**src/rtl/cpu_debug_harness.sv**
```systemverilog
// Debug harness that wraps a soft CPU. It sequences the CPU reset, provides
// run / halt / single-step control with one instruction breakpoint, and owns a
// small data memory with a memory-mapped LED register one word past its end.
//
// Data bus: one transfer per cycle with no handshake. DMEM_READ_WRN=0 is a
// store, committed on the rising edge when the harness is in RUN or STEP.
// Loads are combinational and always complete in the same cycle.
module cpu_debug_harness #(
  parameter int DATA_W     = 32,
  parameter int ADDR_W     = 32,
  parameter int DMEM_DEPTH = 16,
  parameter int NUM_LEDS   = 4,
  parameter int RST_HOLD   = 8
) (
  input  logic                CLK100MHZ,
  input  logic                RST,
  input  logic                RUN,
  input  logic                STEP,
  input  logic                BKPT_EN,
  input  logic [ADDR_W-1:0]   BKPT_ADDR,
  input  logic [ADDR_W-1:0]   IMEM_ADDR,
  input  logic [ADDR_W-1:0]   DMEM_ADDR,
  input  logic [DATA_W-1:0]   DMEM_WDATA,
  input  logic                DMEM_READ_WRN,
  output logic [DATA_W-1:0]   DMEM_RDATA,
  output logic                CPU_RST_N,
  output logic                CPU_HALT,
  output logic [NUM_LEDS-1:0] LED,
  output logic [1:0]          STATE,
  output logic                BKPT_HIT,
  output logic [15:0]         STORE_CNT
);

  localparam int IDX_W  = (DMEM_DEPTH > 1) ? $clog2(DMEM_DEPTH) : 1;
  localparam int HOLD_W = $clog2(RST_HOLD + 1);
  localparam logic [ADDR_W-1:0] DEPTH_A   = ADDR_W'(DMEM_DEPTH);
  localparam logic [HOLD_W-1:0] HOLD_LAST = HOLD_W'(RST_HOLD - 1);

  typedef enum logic [1:0] {
    S_HOLD   = 2'd0,
    S_RUN    = 2'd1,
    S_HALTED = 2'd2,
    S_STEP   = 2'd3
  } state_t;

  state_t              state;
  state_t              next_state;
  logic [HOLD_W-1:0]   hold_cnt;
  logic                hold_done;
  logic                run_q;
  logic                step_q;
  logic                run_edge;
  logic                step_edge;
  logic                resume_q;
  logic                bkpt_match;

  logic [DATA_W-1:0]   mem [DMEM_DEPTH];
  logic [IDX_W-1:0]    mem_idx;
  logic                in_range;
  logic                led_hit;
  logic                store_ok;

  assign STATE     = state;
  assign hold_done = (hold_cnt == HOLD_LAST);
  assign run_edge  = RUN & ~run_q;
  assign step_edge = STEP & ~step_q;

  assign mem_idx   = DMEM_ADDR[IDX_W-1:0];
  assign in_range  = (DMEM_ADDR < DEPTH_A);
  assign led_hit   = (DMEM_ADDR == DEPTH_A);
  assign store_ok  = ~DMEM_READ_WRN & ((state == S_RUN) | (state == S_STEP)) &
                     (in_range | led_hit);

  // Next-state decode; breakpoint is only looked at in RUN, and not on the
  // first RUN cycle after a resume so the CPU can leave the breakpoint address.
  always_comb begin
    next_state = state;
    bkpt_match = 1'b0;
    case (state)
      S_HOLD: begin
        if (hold_done) next_state = RUN ? S_RUN : S_HALTED;
      end
      S_RUN: begin
        bkpt_match = BKPT_EN & (IMEM_ADDR == BKPT_ADDR) & ~resume_q;
        if (!RUN || bkpt_match) next_state = S_HALTED;
      end
      S_HALTED: begin
        if (run_edge)       next_state = S_RUN;
        else if (step_edge) next_state = S_STEP;
      end
      S_STEP: begin
        next_state = S_HALTED;
      end
      default: next_state = S_HOLD;
    endcase
  end

  // State register, hold counter, edge detectors and registered CPU controls.
  always_ff @(posedge CLK100MHZ or posedge RST) begin
    if (RST) begin
      state     <= S_HOLD;
      hold_cnt  <= '0;
      run_q     <= 1'b0;
      step_q    <= 1'b0;
      resume_q  <= 1'b0;
      CPU_RST_N <= 1'b0;
      CPU_HALT  <= 1'b1;
      BKPT_HIT  <= 1'b0;
    end else begin
      state     <= next_state;
      run_q     <= RUN;
      step_q    <= STEP;
      resume_q  <= (state == S_HALTED) && (next_state == S_RUN);
      if (state == S_HOLD && !hold_done) hold_cnt <= hold_cnt + 1'b1;
      // Controls are decoded from next_state so they line up with STATE.
      CPU_RST_N <= (next_state != S_HOLD);
      CPU_HALT  <= ~((next_state == S_RUN) || (next_state == S_STEP));
      if (bkpt_match)
        BKPT_HIT <= 1'b1;
      else if (state == S_HALTED && next_state != S_HALTED)
        BKPT_HIT <= 1'b0;
    end
  end

  // Data memory words; cleared by harness reset.
  always_ff @(posedge CLK100MHZ or posedge RST) begin
    if (RST) begin
      for (int i = 0; i < DMEM_DEPTH; i++) mem[i] <= '0;
    end else if (store_ok && in_range) begin
      mem[mem_idx] <= DMEM_WDATA;
    end
  end

  // LED register and saturating store counter.
  always_ff @(posedge CLK100MHZ or posedge RST) begin
    if (RST) begin
      LED       <= '0;
      STORE_CNT <= '0;
    end else if (store_ok) begin
      if (led_hit) LED <= DMEM_WDATA[NUM_LEDS-1:0];
      if (STORE_CNT != 16'hFFFF) STORE_CNT <= STORE_CNT + 16'd1;
    end
  end

  // Combinational load path: memory, zero-extended LED, or zero.
  always_comb begin
    DMEM_RDATA = '0;
    if (in_range)     DMEM_RDATA = mem[mem_idx];
    else if (led_hit) DMEM_RDATA = DATA_W'(LED);
  end

endmodule

```
**config.mk**
```make
export PLATFORM = sky130hd
export DESIGN_NAME = cpu_debug_harness
export DESIGN_NICKNAME = d
export VERILOG_FILES = /design/src/rtl/cpu_debug_harness.sv
export SDC_FILE = /design/constraint.sdc
export NUM_CORES = 1
export LEC_CHECK = 0
export ABC_AREA = 1
export CORE_UTILIZATION = 42
export CTS_BUF_LIST = sky130_fd_sc_hd__clkbuf_4
export CTS_CLUSTER_SIZE = 8
export DETAILED_ROUTE_END_ITERATION = 12
export PLACE_DENSITY = 0.7
export RECOVER_POWER = 25
export SETUP_SLACK_MARGIN = 0.02
export SYNTH_ARGS = -nofsm -noshare
export SYNTH_HDL_FRONTEND = slang
export SYNTH_SLANG_ARGS = --single-unit
```
**constraint.sdc**
```tcl
create_clock -name CLK100MHZ -period 21.4 [get_ports CLK100MHZ]
set_clock_uncertainty 0.15 [all_clocks]
set_input_delay 4.28 -clock CLK100MHZ [delete_from_list [all_inputs] [get_ports CLK100MHZ]]
set_output_delay 4.28 -clock CLK100MHZ [all_outputs]
set_load 0.005 [all_outputs]
```
After elaboration in Yosys (flattened, before gate mapping)
Index checks and enable logic that the tools add are counted.

operators by class
  add/subtract/negate cells = 2
  order comparisons = 3
  equal/unequal tests = 10
  mux-type cells = 17
  bitwise gates (word level) = 14
  reduce and logical (&&, ||, !) cells = 14

operators with widths
  kind                                                                    number
  512-bit bitwise mux                                                     1
  32-bit binary-select mux with 4-bit select                              1
  32-bit demux with 4-bit select                                          1
  32-bit 2-to-1 mux                                                       4
  32-bit equality test                                                    1
  32-bit by 5-bit equality test with 1-bit output, second input constant  1
  32-bit by 5-bit < comparator with 1-bit output, second input constant   1
  16-bit by 1-bit adder with 16-bit output, second input constant         1
  16-bit inequality test, second input constant                           1
  2-bit 2-to-1 mux                                                        5
  2-bit case mux with 4 select lines                                      1
  1-bit AND                                                               6
  2-bit equality test, second input constant                              3
  5-bit >= comparator, second input constant                              1
  1-bit logical AND                                                       5
  5-bit by 1-bit < comparator with 1-bit output, second input constant    1
  1-bit inverter                                                          5
  4-bit inverter with 5-bit output                                        1
  4-bit by 1-bit adder with 4-bit output, second input constant           1
  2-bit by 1-bit equality test with 1-bit output, second input constant   2
  4-bit by 3-bit equality test with 1-bit output, second input constant   1
  4-bit 2-to-1 mux                                                        1
  2-bit AND reduction                                                     2
  2-bit nonzero test                                                      2
  other kinds (6)                                                         11

word-level totals
  register bits = 544
  input port bits = 134
  output and inout bits = 57

Depth between registers and ports, before layout
Gate-level depths: netlist (run 1).

  word-level depth = 10
  gate-level depth with buffers = 12
  mapped depth without buffers = 12

Least setup slack after synthesis (run 1)
No wires, ideal clock.

  kind = input-to-output
  start point = input port DMEM_ADDR[0]
  end point = output port DMEM_RDATA[10]
  arrival = 5.353 ns
  setup slack = 11.617 ns
  stages = 7
  cell sequence = nand2_2 buf_2 clkbuf_1 o22ai_1 o31ai_1 nand2_1 nor2_1

between the ends
  word-level cells in the longest chain between the ends = 5
  elaborated cells on any way between the ends = 6

ends and longest elaborated chain
  what                                                                                                    line  text
  from (decl)                                                                                             22    input logic [ADDR_W-1:0] DMEM_ADDR,
  parallel branches: the longest is 4 deep, another holds 32-bit by 5-bit < comparator with 1-bit output  -
  32-bit 2-to-1 mux *                                                                                     148   if (in_range) DMEM_RDATA = mem[mem_idx];
  to (decl)                                                                                               25    output logic [DATA_W-1:0] DMEM_RDATA,

Mark *: on every way between the ends. The select of a mux whose other input is x is not followed.

Worst setup path after layout (run 1)
  start point = input port DMEM_ADDR[1]
  end point = output port DMEM_RDATA[30]

Same word-level chain as after synthesis.

==> flow_summary.yaml, run 1 <==
floorplanning:
  ios: 191
  start_util_pct: 42.69
  core_area_mm2: 0.06070
  num_rows: 90
  fp.dieW_um: 250.4
  dieHeight_um: 250.4
  dieArea_mm2: 0.06269
outcome:
  run_status: "finished, violations left"
  violations: "capacitance limit, slew limit"
synth:
  synthCells: 3272
  synth_area_leaders: "dfrtp_1, nand2_1, nand3_1, o22ai_1, clkbuf_1"
  syn_area_mm2: 0.02591
  synth_top_area_share_pct: 52.44
  yosys.area.top_type: "dfrtp_1"
  synth_seq_area_share_pct: 52.54
  synth_nets: 3408
  ys_types: 37
  ys_warn_count: 0
  synth_ff_type: "dfrtp_1"
  synth_seq_cells: 544
  synth_edf_count: 0
  ys_async_sr_fraction_pct: 100.0
  syn_avg_cell_area_um2: 7.919
cts:
  cts_root_buf: "clkbuf_4"
  cts_sinks: 544
  clock_latency_ns: 0.90
  h-tree-depth: 4
  cts_resized: 0
  cts_buffers: 143
  hold_buffers: 0
  cts_tree: "built"
  cts_buffer_depth: 3
  cts_setup_buffers: 0
  clk_pin_slew_ns: 0.05
worst_hold_path:
  hold_path_class: "flip-flop to flip-flop"
  holdCritStartpoint: "mem[231]"
timing:
  fin_crit_ns: 12.42
  slew_violations: 131
  tightest_slew_ns: 5.883
  slew_headroom_pct: -294.4
  rsz0062_at_grt: "no"
  worst_slack_ns: 8.979
  period_share_pct: 58.04
  hold_violations: 0
  setup-tns-final_ns: 0
  setup_violations: 0
  timing.fmax_ghz: 0.08051
detailed_routing:
  drt-vias-per-instance: 5.743
  routed_wirelength_mm: 89.30
  ant_nets: 0
  dr_total_vias: 24379
  drc: 0
  dr.pass1.iters: 6
  wl_per_cell_um: 21.04
  drt_iter0_drc: 3028
grt:
  overflow: 0
  grtUsageTotal_pct: 28.33
  met3_usage_pct: 5.892
  grt_pass1_wl_mm: 137.1
  busiest_layer: "met2"
  first_global_vias: 23165
  use_met1_pct: 39.13
  antenna_found_initial: 8
  use_met2_pct: 43.51
  grt_max_degree: 272
place:
  dp_hpwl_mm: 47.52
  gp_congestion: 0.8265
  post-place-ws_ns: 9.045
  portBuffers: 190
power_and_ir_drop:
  p_leak_nw: 15.63
  vdd_drop_max_v: 0.00004397
  p_per_area_mw_per_mm2: 71.35
cells_and_area:
  nets: 3489
  fillerInstances: 5857
  multi_input_area_mm2: 0.01086
  layout_common_cells: "nand2_1, nand3_1, dfrtp_1"
  areaGrowthSynthToFinish_pct: 14.85
  drive_above_1_share_pct: 8.838
  regArea_mm2: 0.01361
  final_common_cell: "nand2_1"
setup_path:
  cp_max_fo: 66
  worst-setup-path-type: "input pin to output pin"
  arrival_ns: 7.99
  endpoint_kind: "output pin"
  start_kind: "input pin"
  r2r-start: "STATE[0]"
  crit_start: "DMEM_ADDR[1]"
  critPathRequiredTime_ns: 16.97
run:
  drv_cap: 1
synth_stat cells, types with 3 or more instances:
master	number
o22ai_1	197
inv_1	73
inv_2	5
a22oi_1	32
nor2_1	149
nand4_1	9
dfrtp_1	543
nor2_2	8
nand2_1	1220
nor2_4	5
clkinv_1	3
clkbuf_1	154
xor2_1	10
o21ai_1	33
buf_4	16
buf_2	113
o21ai_0	75
o31ai_1	28
xnor2_1	17
nand3_1	559
final timing paths:
check | endpoint | slack (ns) | depth (start not counted)
min | mem[231] | 0.32 | 2
max reg2reg | mem[78] | 18.01 | 7
max in group asynchronous | mem[132] | 12.37 | 4
min reg2reg | mem[231] | 0.32 | 2
max | DMEM_RDATA[30] | 8.98 | 9
min in group asynchronous | LED[0] | 5.50 | 2
registers in the layout, indices dropped and copies added, names as in the netlist:
register / flops
CPU_HALT: 1
BKPT_HIT: 1
run_q: 1
LED: 4
CPU_RST_N: 1
step_q: 1
STATE: 2
resume_q: 1
STORE_CNT: 16
mem: 512
hold_cnt: 4
through the flow:
stage / utilization [%] / hold WS [ns] / cells / power [W] / area, um^2
6_report: 49.03 / 0.3197 / 4245 / 0.002123 / 29760
5_1_grt: 49.03 / 0.3312 / 4245 / 0.002202 / 29760
4_1_cts: 48.99 / 0.3228 / 4233 / 0.002131 / 29730
3_5_place_dp: 46.08 / 0.3085 / 3990 / 0.001222 / 27970
3_3_place_gp: 46.08 / 0.3035 / 3990 / 0.001221 / 27970
2_1_floorplan: - / 0.2922 / 3272 / 0.001149 / 25910
report_power, final:
part	internal [W]	switching, W	leakage [nW]	total, W
logic	0.0000536	0.000116	7.00	0.000170
clock network	0.000470	0.000449	1.06	0.000919
registers	0.00103	0.00000267	7.57	0.00104
area by class of cell:
class | instances | area share (%)
Sequential cell | 544 | 45.75
Inverter | 82 | 1.110
Multi-Input combinational cell | 2360 | 36.50
Clock buffer | 209 | 5.272
Antenna cell | 12 | 0.1009
Clock inverter | 34 | 0.6601
Tap cell | 782 | 3.288
Timing Repair Buffer | 222 | 7.324
worst max-delay path, cell delays in order:
cell and delay (ns):
clkdlybuf4s50_1 0.70, nor2_4 0.19, inv_4 0.54, buf_4 0.85, nor2_1 0.08, o31ai_1 0.28
nand2_1 0.09, nor2_1 0.32, clkdlybuf4s50_1 0.58
per-layer routing:
metal  share of wire [%]  up-vias
li1                    -    11056
met1                  40    11629
met2                  45     1473
met3                  11      221
met4                 3.5        0
met5                   0        -
kinds of logic after synthesis:
| family | after synthesis | share of synthesized area (%) |
|---|---|---|
| flip-flops | 544 | 52.54 |
| buffers and inverters | 368 | 6.142 |
| AND/OR/NAND/NOR | 1960 | 31.56 |
| adder cells (fa/ha/maj) | 2 | 0.09656 |
| AO/OA/AOI/OAI | 370 | 8.706 |
| XOR/XNOR | 27 | 0.9126 |
| multiplexers | 1 | 0.04346 |
Note: power is estimated with default switching activity, not from simulation.
==> run 2: changes to the inputs <==
--- a/config.mk
+++ b/config.mk
@@ -10,7 +10,7 @@
 export CTS_BUF_LIST = sky130_fd_sc_hd__clkbuf_4
 export CTS_CLUSTER_SIZE = 8
 export DETAILED_ROUTE_END_ITERATION = 12
-export PLACE_DENSITY = 0.7
+export PLACE_DENSITY = 0.73
 export RECOVER_POWER = 25
 export SETUP_SLACK_MARGIN = 0.02
 export SYNTH_ARGS = -nofsm -noshare
==> constraint.sdc (replaced) <==
create_clock -name CLK100MHZ -period 9.9 [get_ports CLK100MHZ]
set_clock_uncertainty 0.15 [all_clocks]
set_input_delay 1.98 -clock CLK100MHZ [delete_from_list [all_inputs] [get_ports CLK100MHZ]]
set_output_delay 1.98 -clock CLK100MHZ [all_outputs]
set_load 0.005 [all_outputs]
==> run 2 against run 1 <==
  * The flow still finishes with violations (capacitance limit, slew limit)
  * Clock power increased by 120%
  * Die area unchanged
  * Combinational power increased by 120%
  * Total power increased by 120%
  * Cell area decreased by 0.15%
  * Critical endpoint is now DMEM_RDATA[22]
  * Highest routed layer unchanged
  * Critical path depth decreased by 1
  * First-iteration DRC count about the same
  * Global-route usage about the same
  * Via count increased by 0.63%
  * Register-to-register slack got worse by 12 ns
  * Worst setup slack got worse by 7.0 ns
==> flow_summary.yaml, run 2 (same netlist as run 1, synthesis figures left out) <==
cts:
  hold_buffers: 0
  cts_root_buf: "clkbuf_4"
  cts_sinks: 544
  cts_buffers: 143
  clock_latency_ns: 0.85
  clk_pin_slew_ns: 0.06
  cts_buffer_depth: 3
  h-tree-depth: 4
  cts_setup_buffers: 0
  cts_tree: "built"
  cts_resized: 0
place:
  gp_congestion: 0.8252
  dp_hpwl_mm: 47.68
  portBuffers: 190
detailed_routing:
  routed_wirelength_mm: 88.51
  drt-vias-per-instance: 5.791
  wl_per_cell_um: 20.89
  drt_iter0_drc: 3027
  dr_total_vias: 24532
  ant_nets: 0
  dr.pass1.iters: 7
  drc: 0
cells_and_area:
  drive_above_1_share_pct: 8.708
  reg_top3: "mem (512), STORE_CNT (16)"
  regArea_mm2: 0.01361
  multi_input_area_mm2: 0.01086
  final_common_cell: "nand2_1"
  fillerInstances: 5898
  areaGrowthSynthToFinish_pct: 14.67
  nets: 3490
  layout_common_cells: "nand2_1, nand3_1, dfrtp_1"
  top_register: "mem"
  largest_register_ff_count: 512
grt:
  grt_pass1_wl_mm: 137.9
  antenna_found_initial: 10
  grt_max_degree: 240
  grtUsageTotal_pct: 28.29
  first_global_vias: 23466
  overflow: 0
timing:
  fin_crit_ns: 7.905
  tightest_slew_ns: 4.347
  setup_violations: 0
  whs_ns: 0.3185
  slew_violations: 127
  timing.fmax_ghz: 0.1265
  period_share_pct: 79.85
  setup-tns-final_ns: 0
  rsz0062_at_grt: "no"
  slew_headroom_pct: -189.8
  hold_violations: 0
power_and_ir_drop:
  finalPower_w: 0.004594
  p_leak_nw: 15.60
  vdd_drop_max_v: 0.00009705
  p_per_area_mw_per_mm2: 154.6
setup_path:
  critPathRequiredTime_ns: 7.77
  start_kind: "input pin"
  worst-setup-path-type: "input pin to output pin"
  cpPeakStageDelay_ns: 0.80
  slowest_stage: "buf_4"
  critPathTopFamily: "buffers and inverters"
  cpMostUsedCell: "clkdlybuf4s50_1"
  crit_chain: "clkdlybuf4s50_1, nand2_4, buf_4, o22ai_1, o21ai_0, nand3_1, nor2_1, clkdlybuf4s50_1"
  crit_buf_inv: 3
  cp_max_fo: 61
  endpoint_kind: "output pin"
  arrival_ns: 5.78
outcome:
  run_status: "finished, violations left"
  violations: "capacitance limit, slew limit"
floorplanning:
  num_rows: 90
  fp.dieW_um: 250.4
  ios: 191
  core_area_mm2: 0.06070
  dieArea_mm2: 0.06269
  dieHeight_um: 250.4
  start_util_pct: 42.69
worst_hold_path:
  hold_path_class: "flip-flop to flip-flop"
run:
  drv_cap: 2
run 2: through the flow:
step | area, um^2 | setup slack, ns | utilization, % | cells
after global routing | 29710 | 1.874 | 48.95 | 4236
after detailed placement | 27940 | 2.153 | 46.04 | 3991
after global placement | 27940 | 2.154 | 46.04 | 3991
after CTS | 29700 | 2.132 | 48.93 | 4227
after floorplan | 25910 | 0.3709 | - | 3272
final | 29710 | 1.995 | 48.95 | 4236
run 2: power breakdown:
part           internal, W  switching (W)
Clock              0.00103       0.000957
Combinational     0.000115       0.000254
Sequential         0.00223     0.00000631
run 2: cell type report:
| class | instances | area share [%] |
|---|---|---|
| diodes | 9 | 0.07580 |
| clock inverters | 29 | 0.6780 |
| flip-flops and latches | 544 | 45.82 |
| inverters | 82 | 1.120 |
| multi-input cells | 2360 | 36.53 |
| repair buffers | 223 | 7.251 |
| well taps | 782 | 3.293 |
| clock buffers | 207 | 5.230 |
run 2: final timing paths:
check                             start  slack (ns)              to  depth (start not counted)
max reg2reg                    STATE[0]        6.43        mem[121]                          7
max in group asynchronous           RST        3.68        mem[336]                          4
min in group asynchronous           RST        2.63          LED[3]                          3
min                            mem[178]        0.32        mem[178]                          2
min reg2reg                    mem[178]        0.32        mem[178]                          2
max                        DMEM_ADDR[1]        1.99  DMEM_RDATA[22]                          8
run 2: metal layers:
layer	share of wire (%)	GRT usage (%)	wire length, um	vias to the layer above
li1	-	-	-	11052
met1	40	38.29	35120	11676
met2	45	43.24	40230	1550
met3	11	6.235	9970	254
met4	3.6	13.20	3186	0
met5	0	0	0	-
run 2: worst min-delay path, stage by stage (launching register included):
cell,delay [ns]
dfrtp_1,0.34
nand2_1,0.05
nand2_1,0.04
